==> src/rtl/display_scan_ctrl_if.sv <==
// display_scan_ctrl_if: load handshake and digit-drive signals of display_scan_ctrl.
interface display_scan_ctrl_if #(parameter int NUM_DIGITS = 8);
    logic [4*NUM_DIGITS-1:0] value_in;
    logic                    value_valid;
    logic [NUM_DIGITS-1:0]   dp_in;
    logic                    blank_lz;
    logic                    value_ready;
    logic [3:0]              nibble;
    logic                    dp_out;
    logic [NUM_DIGITS-1:0]   AN;
    logic                    frame_done;
    modport master (
        output value_in, value_valid, dp_in, blank_lz,
        input  value_ready, nibble, dp_out, AN, frame_done
    );
    modport slave (
        input  value_in, value_valid, dp_in, blank_lz,
        output value_ready, nibble, dp_out, AN, frame_done
    );
endinterface

==> src/rtl/display_scan_ctrl.sv <==
// display_scan_ctrl: multiplexed seven-segment scanner with tear-free double-buffered value load.
// DISPLAY_GHOST_BLANK_EN: hold all anodes off for the first 4 cycles of every digit slot.
module display_scan_ctrl #(
    parameter int NUM_DIGITS = 8,
    parameter int TICK_DIV   = 100000
) (
    input logic                clock,
    input logic                reset_n,
    display_scan_ctrl_if.slave bus
);
    localparam int CW = $clog2(TICK_DIV);
    localparam int IW = $clog2(NUM_DIGITS);
    localparam int VW = 4 * NUM_DIGITS;
    localparam logic [CW-1:0] CNT_MAX = CW'(TICK_DIV - 1);
    localparam logic [IW-1:0] IDX_MAX = IW'(NUM_DIGITS - 1);

    if (NUM_DIGITS < 2 || NUM_DIGITS > 8) begin : g_bad_digits
        $fatal(1, "display_scan_ctrl: NUM_DIGITS must be 2..8");
    end
    if (TICK_DIV < 8) begin : g_bad_div
        $fatal(1, "display_scan_ctrl: TICK_DIV must be 8 or more");
    end

    logic [CW-1:0]         cnt_q, cnt_d;
    logic [IW-1:0]         idx_q, idx_d;
    logic [VW-1:0]         pend_val_q, pend_val_d, act_val_q, act_val_d;
    logic [NUM_DIGITS-1:0] pend_dp_q, pend_dp_d, act_dp_q, act_dp_d;
    logic                  full_q, full_d;
    logic [NUM_DIGITS-1:0] an_sel_q, an_sel_d;
    logic [3:0]            nib_q, nib_d;
    logic                  dp_q, dp_d;
    logic                  tick, wrap, load;
    logic [NUM_DIGITS-1:0] blank, an_new;

    assign tick = cnt_q == CNT_MAX;
    assign wrap = tick && idx_q == IDX_MAX;
    assign load = bus.value_valid && !full_q;

    // Pending only moves to active on a wrap that began with full already set.
    always_comb begin
        cnt_d      = tick ? '0 : cnt_q + 1'b1;
        idx_d      = tick ? (wrap ? '0 : idx_q + 1'b1) : idx_q;
        pend_val_d = load ? bus.value_in : pend_val_q;
        pend_dp_d  = load ? bus.dp_in : pend_dp_q;
        full_d     = load || (full_q && !wrap);
        act_val_d  = (wrap && full_q) ? pend_val_q : act_val_q;
        act_dp_d   = (wrap && full_q) ? pend_dp_q : act_dp_q;
    end

    // Slot outputs are built from the index and active value that take effect at this edge.
    always_comb begin
        logic zero_run;
        zero_run = 1'b1;
        blank    = '0;
        an_new   = '1;
        for (int i = NUM_DIGITS - 1; i >= 0; i--) begin
            zero_run  = zero_run && act_val_d[4*i +: 4] == 4'h0;
            blank[i]  = bus.blank_lz && zero_run && i > 0;
            an_new[i] = idx_d != IW'(i) || blank[i];
        end
        an_sel_d = tick ? an_new : an_sel_q;
        nib_d    = tick ? (blank[idx_d] ? 4'h0 : act_val_d[{idx_d, 2'b00} +: 4]) : nib_q;
        dp_d     = tick ? act_dp_d[idx_d] && !blank[idx_d] : dp_q;
    end

    always_ff @(posedge clock) begin
        if (!reset_n) begin
            cnt_q      <= '0;
            idx_q      <= '0;
            pend_val_q <= '0;
            pend_dp_q  <= '0;
            full_q     <= 1'b0;
            act_val_q  <= '0;
            act_dp_q   <= '0;
            an_sel_q   <= '1;
            nib_q      <= 4'h0;
            dp_q       <= 1'b0;
        end else begin
            cnt_q      <= cnt_d;
            idx_q      <= idx_d;
            pend_val_q <= pend_val_d;
            pend_dp_q  <= pend_dp_d;
            full_q     <= full_d;
            act_val_q  <= act_val_d;
            act_dp_q   <= act_dp_d;
            an_sel_q   <= an_sel_d;
            nib_q      <= nib_d;
            dp_q       <= dp_d;
        end
    end

`ifdef DISPLAY_GHOST_BLANK_EN
    logic [NUM_DIGITS-1:0] an_q;
    always_ff @(posedge clock) begin
        an_q <= (!reset_n || cnt_d < CW'(4)) ? '1 : an_sel_d;
    end
    assign bus.AN = an_q;
`else
    assign bus.AN = an_sel_q;
`endif

    assign bus.value_ready = !full_q;
    assign bus.nibble      = nib_q;
    assign bus.dp_out      = dp_q;
    assign bus.frame_done  = wrap;
endmodule

==> src/flat_wrapper.sv <==
// flat-port wrapper written by rule: the top's interface ports become plain ports
module display_scan_ctrl_flat 
#(
    parameter int NUM_DIGITS = 8,
    parameter int TICK_DIV   = 100000
)
  (clock, reset_n, bus_value_in, bus_value_valid, bus_dp_in, bus_blank_lz, bus_value_ready, bus_nibble, bus_dp_out, bus_AN, bus_frame_done);
  display_scan_ctrl_if #(.NUM_DIGITS(NUM_DIGITS)) bus_i ();
  input logic clock;
  input logic reset_n;
  input wire logic [$bits(bus_i.value_in)-1:0] bus_value_in;
  input wire logic [$bits(bus_i.value_valid)-1:0] bus_value_valid;
  input wire logic [$bits(bus_i.dp_in)-1:0] bus_dp_in;
  input wire logic [$bits(bus_i.blank_lz)-1:0] bus_blank_lz;
  output wire logic [$bits(bus_i.value_ready)-1:0] bus_value_ready;
  output wire logic [$bits(bus_i.nibble)-1:0] bus_nibble;
  output wire logic [$bits(bus_i.dp_out)-1:0] bus_dp_out;
  output wire logic [$bits(bus_i.AN)-1:0] bus_AN;
  output wire logic [$bits(bus_i.frame_done)-1:0] bus_frame_done;
  assign bus_i.value_in = bus_value_in;
  assign bus_i.value_valid = bus_value_valid;
  assign bus_i.dp_in = bus_dp_in;
  assign bus_i.blank_lz = bus_blank_lz;
  assign bus_value_ready = bus_i.value_ready;
  assign bus_nibble = bus_i.nibble;
  assign bus_dp_out = bus_i.dp_out;
  assign bus_AN = bus_i.AN;
  assign bus_frame_done = bus_i.frame_done;
  display_scan_ctrl #(.NUM_DIGITS(NUM_DIGITS), .TICK_DIV(TICK_DIV)) u_core (.clock(clock), .reset_n(reset_n), .bus(bus_i));
endmodule
==> config.mk <==
export PLATFORM = sky130hd
export DESIGN_NAME = display_scan_ctrl_flat
export DESIGN_NICKNAME = d
export VERILOG_FILES = /design/src/rtl/display_scan_ctrl_if.sv /design/src/rtl/display_scan_ctrl.sv /design/src/flat_wrapper.sv
export SDC_FILE = /design/constraint.sdc
export NUM_CORES = 1
export LEC_CHECK = 0
export CAP_MARGIN = 10
export CORE_ASPECT_RATIO = 1.25
export CORE_MARGIN = 5
export CORE_UTILIZATION = 42
export CTS_CLUSTER_SIZE = 16
export DETAILED_ROUTE_END_ITERATION = 16
export GPL_ROUTABILITY_DRIVEN = 0
export PLACE_DENSITY = 0.64
export SLEW_MARGIN = 10
export SYNTH_ARGS = -nofsm -noshare
export SYNTH_HDL_FRONTEND = slang
export SYNTH_SLANG_ARGS = --single-unit
==> constraint.sdc <==
create_clock -name clock -period 3.3 [get_ports clock]
set_clock_uncertainty 0.1 [all_clocks]
set_input_delay 0.99 -clock clock [delete_from_list [all_inputs] [get_ports clock]]
set_output_delay 0.99 -clock clock [all_outputs]
set_load 0.02 [all_outputs]
# Word-level counts from Yosys, hierarchy flattened
# Cells that the tools add are included.
# classes
n_reduce_logical	38
n_bitwise	1
shifts	1
magnitude_cmp	1
n_div	0
n_eq_ne	9
muxes	9
add_sub_neg	2
n_mul	0
# op_table
operator	n
$mux 32	1
$shiftx 32x6->4	1
$logic_not 4->1	7
$logic_and 1x1->1	18
$add 17x1->17 const B	1
$eq 17x17->1 const B	1
$ne 3x3->1 const B	4
$logic_or 1x1->1	8
$mux 8	1
$bmux 1 s3	2
$mux 3	2
$ne 3x2->1 const B	2
$lt 3x4->1 const B	1
$mux 4	1
$add 3x1->3 const B	1
$eq 3x3->1 const B	1
$logic_not 1->1	3
$ne 3x1->1 const B	1
$reduce_bool 3->1	1
$mux 1	2
$reduce_or 2->1	1
$not 1->1	1
# word_totals
memories	0
out_inout_bits	15
romBits	0
mem_bits_rw	0
latch_bits	0
regBits	114
input_bits	44
word_cells	71

# Depth between registers and ports, before layout
# logic_depth
word_depth	16
depth_mapped	10
depth_no_buf	9

# Worst setup path after synthesis
# No wires, ideal clock.
# synth_timing
kind	register to output
startpoint	reg u_core.cnt_q[0]
endpoint	out bus_frame_done
t_required_ns	2.210
t_arrival_ns	1.440
path_stages_with_launch	6
n_path_buf	1
slack_ns	0.770
path_cell_list	dfxtp_1 > ha_1 > and4_1 > nand4_1 > clkbuf_1 > nor2_1
# synth_between
elab_chain_len	2
# synth_lines
element	line_no	source
start: declaration	display_scan_ctrl.sv:24	logic [CW-1:0] cnt_q, cnt_d;
start signal: assignment	display_scan_ctrl.sv:79	cnt_q <= cnt_d;
$eq 17x17->1	display_scan_ctrl.sv:35	assign tick = cnt_q == CNT_MAX;
$logic_and 1x1->1	display_scan_ctrl.sv:36	assign wrap = tick && idx_q == IDX_MAX;
end: declaration	flat_wrapper.sv:19	output wire logic [$bits(bus_i.frame_done)-1:0] bus_frame_done;
# No other way between the ends.

# Final worst setup path
# Ends and elaborated chain as after synthesis.

==> results.py <==
metrics = {
    "critical_path": {
        "regToRegStartpoint": "u_core.cnt_q[0]$_SDFF_PP0_",
        "start_kind": "register",
        "cp.required_ns": 2.21,
        "ff2ff_path_depth": 8,
        "rr_endpoint": "u_core.bus.dp_out$_SDFFE_PN0N_",
        "cp_max_fo": 5,
        "r2r_slack_ns": 0.37,
        "worstSetupEndpointType": "output pin",
        "path_class": "reg2out",
        "worst_ep_arrival_time_ns": 1.92,
    },
    "floorplanning": {
        "dieHeight_um": 132,
        "die-area_um2": 14300,
        "num_rows": 44,
        "core_area_um2": 11700,
        "io_pins": 59,
        "initial_core_util": 0.432,
        "die_w_um": 108,
    },
    "cts": {
        "postCtsSetupBuffers": 0,
        "numCtsBuffers": 17,
        "cts_resized": 1,
        "clockRootBuffer": "clkbuf_16",
        "clk_path_buf_depth": 2,
        "htree_num_levels": 4,
        "path_clk_slew_ns": 0.05,
        "cts_tree": "built",
        "cts_hold_buf": 0,
        "clk_latency_ns": 0.41,
        "cts.sinks": 114,
    },
    "sta": {
        "final.period_utilization": 0.913,
        "rsz0062_at_grt": "false",
        "relSlewSlack": 0.536,
        "tns_ns": 0,
        "clock.fmax_ghz": 0.332,
        "hold_viol_final": 0,
        "setup_viol": 0,
        "tightest_slew_ns": 0.694,
        "drv_slew": 0,
        "min_period_ns": 3.01,
    },
    "grt": {
        "antenna_found_initial": 0,
        "grt_pass1_vias": 4176,
        "grt_max_degree": 59,
        "grt_pass1_wl_um": 20300,
        "overflow": 0,
        "gr-usage-all-layers": 0.179,
    },
    "pwr": {
        "peakVddDrop_v": 0.000321,
        "powerDensity_nw_per_um2": 542,
        "p_leak_nw": 2.50,
    },
    "cells_and_area": {
        "fin_util": 0.546,
        "insertedDiodeCount": 0,
        "finalNetCount": 666,
        "drive_gt1_frac": 0.0856,
        "final_area_um2": 6370,
        "fin_cells": 792,
        "area_growth_pct": 26.4,
    },
    "hold_path": {
        "whs_endpoint": "u_core.pend_val_q[3]$_SDFFE_PN0P_",
        "holdCritStartpoint": "u_core.pend_val_q[3]$_SDFFE_PN0P_",
        "hold_class": "reg2reg",
        "holdPathStages": 2,
    },
    "routing": {
        "vias": 4131,
        "antenna_left": 0,
        "wl_per_cell_um": 15.1,
        "drtPass1Iterations": 5,
        "viasPerCell": 5.22,
        "drt-total-wl_um": 12000,
        "drc": 0,
        "drt_iter0_drc": 253,
    },
    "synth": {
        "synthArstFlopShare": 0,
        "ys.flop_type": "dfxtp_1",
        "synth_fp_nets": 610,
        "ys_seq_area_frac": 0.453,
        "yosysMostFrequentCell": "nand2_1",
        "synth-seq-cells": 114,
        "ys_types": 52,
        "netlist_instances": 563,
        "syn_avg_cell_area_um2": 8.95,
        "synth-edff-count": 0,
        "synth_top_area_cell": "dfxtp_1",
        "yosysWarnings": 0,
        "synth_common_cells": "nand2_1, dfxtp_1, a21boi_0",
        "synth_top_cell_area_share": 0.453,
        "netlist_area_um2": 5040,
        "synth.area.top_cells": "dfxtp_1, mux2i_1, nand2_1, a21boi_0, nor2b_1",
    },
    "run": {
        "max_cap_violations": 0,
    },
    "run_status": {
        "status": "completed",
    },
    "place": {
        "numPortBuffers": 58,
        "place_hpwl_um": 8590,
        "placed_cells": 761,
        "place_area_um2": 5770,
    },
}
[layer usage]
metal | up-vias | wire length, um | track usage
li1 | 2072 | - | -
met1 | 1923 | 5340 | 0.223
met2 | 108 | 5660 | 0.288
met3 | 28 | 565 | 0.0404
met4 | 0 | 398 | 0.0891
met5 | - | 0 | 0
[sequential cells by signal (all words and copies together) (netlist names)]
signal             flops
u_core.pend_dp_q       8
u_core.act_val_q      32
u_core.cnt_q          17
u_core.pend_val_q     32
u_core.full_q          1
u_core.act_dp_q        8
u_core.bus.AN          8
u_core.idx_q           3
u_core.bus.nibble      4
u_core.bus.dp_out      1
[layout make-up]
| class | instances | area (um^2) |
|---|---|---|
| Inverter | 3 | 11.3 |
| Timing Repair Buffer | 69 | 669 |
| Sequential cell | 114 | 2280 |
| Tap cell | 161 | 201 |
| Clock buffer | 21 | 470 |
| Multi-Input combinational cell | 414 | 2600 |
| Fill cell | 1104 | 5300 |
| Clock inverter | 10 | 133 |
[critical path, cell delays in order, from the launching register on]
cell,delay [ns]
dfxtp_1,0.37
ha_1,0.23
and4_1,0.29
nand4_1,0.13
nor2_1,0.14
dlygate4sd2_1,0.35
[through the flow]
step / power [W] / setup WS [ns] / hold WS, ns
global placement: 0.00163 / 0.172 / 0.344
global route: 0.00356 / 0.146 / 0.395
detailed placement: 0.00163 / 0.0998 / 0.356
CTS: 0.00348 / 0.238 / 0.365
floorplan: 0.00155 / 0.770 / 0.330
finish: 0.00345 / 0.286 / 0.362
[power by group]
group,leakage [nW],internal [W],total (W),switching [W]
registers,0.925,0.00141,0.00144,0.0000269
logic,1.28,0.0000896,0.000167,0.0000770
clock network,0.291,0.00123,0.00185,0.000614
total,2.50,0.00273,0.00345,0.000717
[cells by family after synthesis]
group | Yosys count | synth area share
compound gates | 102 | 0.149
xor+xnor | 13 | 0.0226
fa+ha+maj | 3 | 0.00745
buf+inv | 35 | 0.0313
simple gates | 245 | 0.234
mux | 51 | 0.103
flops | 114 | 0.453
[layout by cell type, fill, tap and decap left out, types with 4 or more instances in the layout]
cell type	n
and2_1	7
clkinv_2	4
nand3_1	15
nor3_1	4
a31oi_1	6
dfxtp_1	114
nand2_1	123
nor2_1	25
nor4_1	12
xor2_1	10
a21oi_1	5
a21boi_0	50
o22ai_1	8
nor2b_1	33
and3_1	7
buf_4	10
clkbuf_16	17
mux2i_1	49
clkdlybuf4s50_1	56
o21ai_0	9
[worst max path at each step]
stage          cells past startpoint                       start                              to  slack, ns
2_1_floorplan                      5  u_core.cnt_q[0]$_SDFF_PP0_                  bus_frame_done       0.77
3_3_place_gp                       7                bus_blank_lz  u_core.bus.dp_out$_SDFFE_PN0N_       0.17
3_5_place_dp                       7                bus_blank_lz  u_core.bus.dp_out$_SDFFE_PN0N_        0.1
4_1_cts                            5  u_core.cnt_q[0]$_SDFF_PP0_                  bus_frame_done       0.24
5_1_grt                            5  u_core.cnt_q[0]$_SDFF_PP0_                  bus_frame_done       0.15
6_report                           5  u_core.cnt_q[0]$_SDFF_PP0_                  bus_frame_done       0.29
No activity file was read; power rests on OpenSTA's default activity.
